### src/rtl/fifo_burst_reader.sv
// Drains a show-ahead FIFO into a burst-write master: one command per burst,
// full BLEN bursts by occupancy threshold, partial final burst on flush.
module fifo_burst_reader #(
  parameter int unsigned WIDTH = 32,
  parameter int unsigned RANGE = 2,
  parameter int unsigned BLEN  = 4,
  parameter int unsigned AW    = 30
) (
  input  logic             clk,
  input  logic             rst,
  input  logic             i_empty,
  input  logic [WIDTH-1:0] i_dt,
  input  logic [RANGE:0]   i_dnum,
  output logic             o_renable,
  input  logic             i_start,
  input  logic [AW-1:0]    i_base_adrs,
  input  logic             i_flush,
  output logic             o_req,
  output logic [AW-1:0]    o_adrs,
  output logic [RANGE:0]   o_blen,
  input  logic             i_ack,
  output logic             o_wvalid,
  output logic [WIDTH-1:0] o_wdata,
  input  logic             i_wack,
  output logic             o_busy,
  output logic             o_done,
  output logic [15:0]      o_wcount
);

  localparam int unsigned CW = RANGE + 1;
  localparam logic [CW-1:0] BLEN_C = CW'(BLEN);

  typedef enum logic [2:0] {S_IDLE, S_WAIT, S_CMD, S_DATA, S_DONE} state_t;

  state_t          state_q, state_d;
  logic [AW-1:0]   addr_q, addr_d;
  logic [AW-1:0]   adrs_q, adrs_d;
  logic [CW-1:0]   blen_q, blen_d;
  logic [CW-1:0]   beat_q, beat_d;
  logic [15:0]     wcount_q, wcount_d;
  logic            req_q, req_d;
  logic            wvalid_q, wvalid_d;
  logic            busy_q, busy_d;
  logic            done_q, done_d;

  // Next-state and registered-output computation
  always_comb begin
    state_d  = state_q;
    addr_d   = addr_q;
    adrs_d   = adrs_q;
    blen_d   = blen_q;
    beat_d   = beat_q;
    wcount_d = wcount_q;

    case (state_q)
      S_IDLE: begin
        if (i_start) begin
          addr_d   = i_base_adrs;
          wcount_d = '0;
          state_d  = S_WAIT;
        end
      end
      S_WAIT: begin
        // Threshold wins over flush; a zero count never yields a burst
        if (i_dnum >= BLEN_C) begin
          adrs_d  = addr_q;
          blen_d  = BLEN_C;
          state_d = S_CMD;
        end else if (i_flush && !i_empty && (i_dnum != '0)) begin
          adrs_d  = addr_q;
          blen_d  = i_dnum;
          state_d = S_CMD;
        end else if (i_flush && i_empty) begin
          state_d = S_DONE;
        end
      end
      S_CMD: begin
        if (i_ack) begin
          beat_d  = '0;
          state_d = S_DATA;
        end
      end
      S_DATA: begin
        if (i_wack) begin
          beat_d   = beat_q + CW'(1);
          wcount_d = wcount_q + 16'd1;
          if (beat_q == blen_q - CW'(1)) begin
            addr_d  = addr_q + AW'(blen_q);
            state_d = S_WAIT;
          end
        end
      end
      S_DONE: begin
        state_d = S_IDLE;
      end
      default: begin
        state_d = S_IDLE;
      end
    endcase

    req_d    = (state_d == S_CMD);
    wvalid_d = (state_d == S_DATA);
    busy_d   = (state_d != S_IDLE);
    done_d   = (state_d == S_DONE);
  end

  always_ff @(posedge clk or posedge rst) begin
    if (rst) begin
      state_q  <= S_IDLE;
      addr_q   <= '0;
      adrs_q   <= '0;
      blen_q   <= '0;
      beat_q   <= '0;
      wcount_q <= '0;
      req_q    <= 1'b0;
      wvalid_q <= 1'b0;
      busy_q   <= 1'b0;
      done_q   <= 1'b0;
    end else begin
      state_q  <= state_d;
      addr_q   <= addr_d;
      adrs_q   <= adrs_d;
      blen_q   <= blen_d;
      beat_q   <= beat_d;
      wcount_q <= wcount_d;
      req_q    <= req_d;
      wvalid_q <= wvalid_d;
      busy_q   <= busy_d;
      done_q   <= done_d;
    end
  end

  // Data path is zero-latency: the FIFO head goes straight out and pops on acceptance
  assign o_renable = wvalid_q & i_wack & ~i_empty;
  assign o_wdata   = i_dt;
  assign o_wvalid  = wvalid_q;
  assign o_req     = req_q;
  assign o_adrs    = adrs_q;
  assign o_blen    = blen_q;
  assign o_busy    = busy_q;
  assign o_done    = done_q;
  assign o_wcount  = wcount_q;

endmodule

### config.mk
export PLATFORM = sky130hd
export DESIGN_NAME = fifo_burst_reader
export DESIGN_NICKNAME = d
export VERILOG_FILES = /design/src/rtl/fifo_burst_reader.sv
export SDC_FILE = /design/constraint.sdc
export NUM_CORES = 1
export LEC_CHECK = 0
export ABC_CLOCK_PERIOD_IN_PS = 2350
export BUFFER_PORTS_ARGS = -buffer_cell sky130_fd_sc_hd__buf_2
export CAP_MARGIN = 0
export CORE_MARGIN = 3
export CORE_UTILIZATION = 46
export CTS_BUF_LIST = sky130_fd_sc_hd__clkbuf_16
export DETAILED_ROUTE_END_ITERATION = 8
export GPL_TIMING_DRIVEN = 0
export PLACE_DENSITY_LB_ADDON = 0.3
export SLEW_MARGIN = 0
export SYNTH_ARGS = -nofsm -noshare
export SYNTH_HDL_FRONTEND = slang
export SYNTH_SLANG_ARGS = --single-unit
### constraint.sdc
create_clock -name clk -period 2.35 [get_ports clk]
set_input_delay 0.1175 -clock clk [delete_from_list [all_inputs] [get_ports clk]]
set_output_delay 0.1175 -clock clk [all_outputs]
set_load 0.05 [all_outputs]
==> results.py <==
metrics = {
    "status": {
        "status": "finished, final reports clean",
    },
    "die": {
        "die_h_um": 109,
        "io-pin-count": 158,
        "chipWidth_um": 109,
        "fp-row-count": 37,
        "design.die.area_mm2": 0.0119,
        "core_area_mm2": 0.0103,
        "initial_core_util": 0.475,
    },
    "final_layout": {
        "ff_latch_area_mm2": 0.00223,
        "areaGrowthSynthToFinish_pct": 22.5,
        "fin_nets": 701,
        "utilization": 0.582,
        "multi_input_area_mm2": 0.00223,
        "layout-drive-gt1-share": 0.390,
        "n_antenna_cell": 0,
        "fill_cells": 911,
    },
    "setup_path": {
        "cpMaxStageDelayCell": "dfrtp_2",
        "crit_type": "flip-flop to flip-flop",
        "cp.depth": 9,
        "cp_cell_sequence": "ha_1, inv_1, fa_1, nor2b_2, or2_2, clkbuf_4, a31oi_1, o21ai_0, o21ai_0",
        "max_stage_delay_ns": 0.41,
        "endpoint_kind": "flip-flop",
        "r2r_slack_ns": 0.20,
        "worstReg2RegEnd": "addr_q[18]",
        "crit_path_end": "addr_q[18]",
        "startpoint": "o_blen[0]",
        "worstPathMaxFanout": 10,
        "arrival_ns": 2.36,
        "crit_top_cell": "o21ai_0",
        "worstPathBufferInverterCount": 2,
        "cp-start-kind": "flip-flop",
        "required_ns": 2.56,
        "reg2reg_depth": 9,
        "critPathTopFamily": "adder cells",
        "timing.rr.start": "o_blen[0]",
    },
    "grt": {
        "grt_pass1_wl_um": 20200,
        "grt_pass1_vias": 4018,
        "grt_max_degree": 35,
        "grt-ovfl-total": 0,
        "antenna_found_initial": 0,
        "track_usage": 0.217,
    },
    "clock_network": {
        "clk_path_buf_depth": 2,
        "numCtsBuffers": 9,
        "cts_setup_buffers": 0,
        "cts-root-buf": "clkbuf_16",
        "clk_latency_ns": 0.34,
        "path_clk_slew_ns": 0.06,
        "cts_tree": "yes",
        "clock_sinks": 89,
        "cts_max_level": 3,
    },
    "sta": {
        "grt_setup_unrepaired": "no",
        "setup_tns_ns": 0,
        "hold_violations": 0,
        "setup_violations": 0,
        "slew_headroom": 0.481,
        "slew_viol_final": 0,
        "clock_skew_ns": 0.00746,
        "period_needed_ns": 2.15,
        "fmax_mhz": 466,
        "fin_crit_sh": 0.913,
        "tightest_slew_ns": 0.777,
    },
    "hold_path": {
        "whs_path_depth": 2,
        "min_path_type": "primary input to flip-flop",
    },
    "logic_synthesis": {
        "ys_seq_area_frac": 0.455,
        "synth_area_per_cell_um2": 10.1,
        "netlist.area_leader.share": 0.455,
        "yosysWarnings": 0,
        "synthTopCellsByArea": "dfrtp_1, mux2_2, buf_4",
        "netlist_instances": 484,
        "synth_edf_count": 0,
        "async_reset_ff_frac": 1.00,
        "syn_area_mm2": 0.00490,
        "synth_top_cell_by_area": "dfrtp_1",
        "synth_top_flop_cell": "dfrtp_1",
        "synth.distinct_cells": 64,
        "synth_seq_cells": 89,
        "synth_nets": 563,
    },
    "placement": {
        "io_buffers": 124,
        "finalWeightedCongestion": 0.906,
        "place_hpwl_um": 9320,
    },
    "route": {
        "ant_nets": 0,
        "wl_per_cell_um": 16.6,
        "viasPerCell": 5.58,
        "vias": 4253,
        "drt_iter0_drc": 188,
        "drt_wl_total_um": 12600,
        "remaining_drc_errors": 0,
        "firstDrtPassIters": 5,
    },
    "power": {
        "power_leakage_nw": 2.79,
        "vdd_drop_max_uv": 637,
        "p_per_area_mw_per_mm2": 1380,
    },
    "run": {
        "maxCapViolCount": 0,
    },
}
==> through the flow <==
stage	instance area (um^2)	cells	worst slack, ns	hold slack (ns)	total power, mW
after global routing	6000	762	0.0109	0.0464	8.86
final	6000	762	0.205	0.0241	8.31
after global placement	5690	744	0.168	0.370	6.90
after CTS	6000	762	0.105	0.0226	8.32
after detailed placement	5730	746	0.124	0.292	7.03
after floorplan	4900	484	0.0864	0.242	5.95
==> per-layer routing <==
layer  global-route usage  share of wire  routed length [um]  vias up
met1                0.311           0.44                5570     2012
met5                    0              0                   0        -
li1                     -              -                   -     2007
met4               0.0926          0.025                 313        0
met3               0.0320          0.085                1080       23
met2                0.328           0.45                5650      211
==> logic make-up (layout without fill, tap and decap cells) <==
kind of cell / Yosys count / count (layout) / share of synthesized area
DFF: 89 / 89 / 0.455
buffers and inverters: 75 / 217 / 0.0914
muxes: 34 / 34 / 0.0774
adders and majority gates: 7 / 7 / 0.0194
AOI/OAI and AO/OA: 116 / 116 / 0.164
and+or+nand+nor: 148 / 148 / 0.166
xor gates and xnor gates: 15 / 15 / 0.0268
==> registers in the layout, indices dropped and copies added, names as in the netlist <==
name / cells
o_done: 1
o_blen: 3
state_q: 3
o_wcount: 16
addr_q: 30
o_adrs: 30
beat_q: 3
o_wvalid: 1
o_req: 1
o_busy: 1
==> worst min path at each step <==
stage / start / end / slack [ns]
4_1_cts: i_dnum[2] / o_blen[2] / 0.02
3_5_place_dp: rst / o_wcount[13] / 0.29
3_3_place_gp: i_dnum[2] / o_blen[2] / 0.37
6_report: i_dnum[2] / o_blen[2] / 0.02
5_1_grt: i_dnum[2] / o_blen[2] / 0.05
2_1_floorplan: i_dnum[2] / o_blen[2] / 0.24
==> cell usage after synthesis (2+ instances only) <==
library cell,number
dfrtp_1,89
buf_6,2
nand3_1,20
nand2_1,27
o2bb2ai_1,3
buf_2,16
buf_1,2
a311oi_1,4
nor2b_1,4
clkbuf_1,4
nand4_1,12
mux2_2,31
nor2_1,39
inv_1,16
or2_2,2
and3_2,3
buf_4,34
or3_1,3
a21oi_1,29
and2_1,3
mux2i_1,3
ha_1,6
o22a_1,5
o21ai_0,23
nor3_1,9
xnor2_1,14
and3_1,8
nand3b_1,3
a2bb2oi_1,14
a31oi_1,9
a22o_1,4
o22ai_1,10
a22oi_1,2
==> where the power goes <==
part           internal (mW)  switching (mW)  leakage, nW
combinational           1.44            2.88         1.58
clock                  0.695           0.580        0.131
sequential              2.15           0.573         1.08
==> cell type report <==
class / count / area share
inverters: 16 / 0.0106
clock inverters: 6 / 0.00479
multi-input cells: 320 / 0.371
repair buffers: 127 / 0.112
plain buffers: 59 / 0.0648
clock buffers: 9 / 0.0375
flip-flops and latches: 89 / 0.371
well taps: 136 / 0.0283
==> repair_timing <==
| item | in CTS | in global routing |
|---|---|---|
| hold buffers | 1 | 0 |
| endpoints found under the hold margin | 33 | 0 |
| endpoints found under the setup margin | 0 | 18 |
| resized for setup | 0 | 4 |
==> layout by cell type (no fill, tap or decap), types with 3 or more instances in the layout <==
cell type,instances
buf_4,34
nand4_1,12
and2_1,3
mux2i_1,3
xnor2_1,14
and3_2,3
or3_1,3
clkbuf_1,3
nand2_1,27
and3_1,8
o22ai_1,10
a22o_1,4
o2bb2ai_1,3
dfrtp_1,88
nor2b_1,3
a2bb2oi_1,14
mux2_2,31
a311oi_1,4
o21ai_0,23
buf_2,140
nand3_1,20
a21oi_1,29
ha_1,6
nor2_1,39
a31oi_1,9
nor3_1,9
inv_1,17
o22a_1,5
nand3b_1,3
clkbuf_16,9
Note: power is estimated with default switching activity, not from simulation.
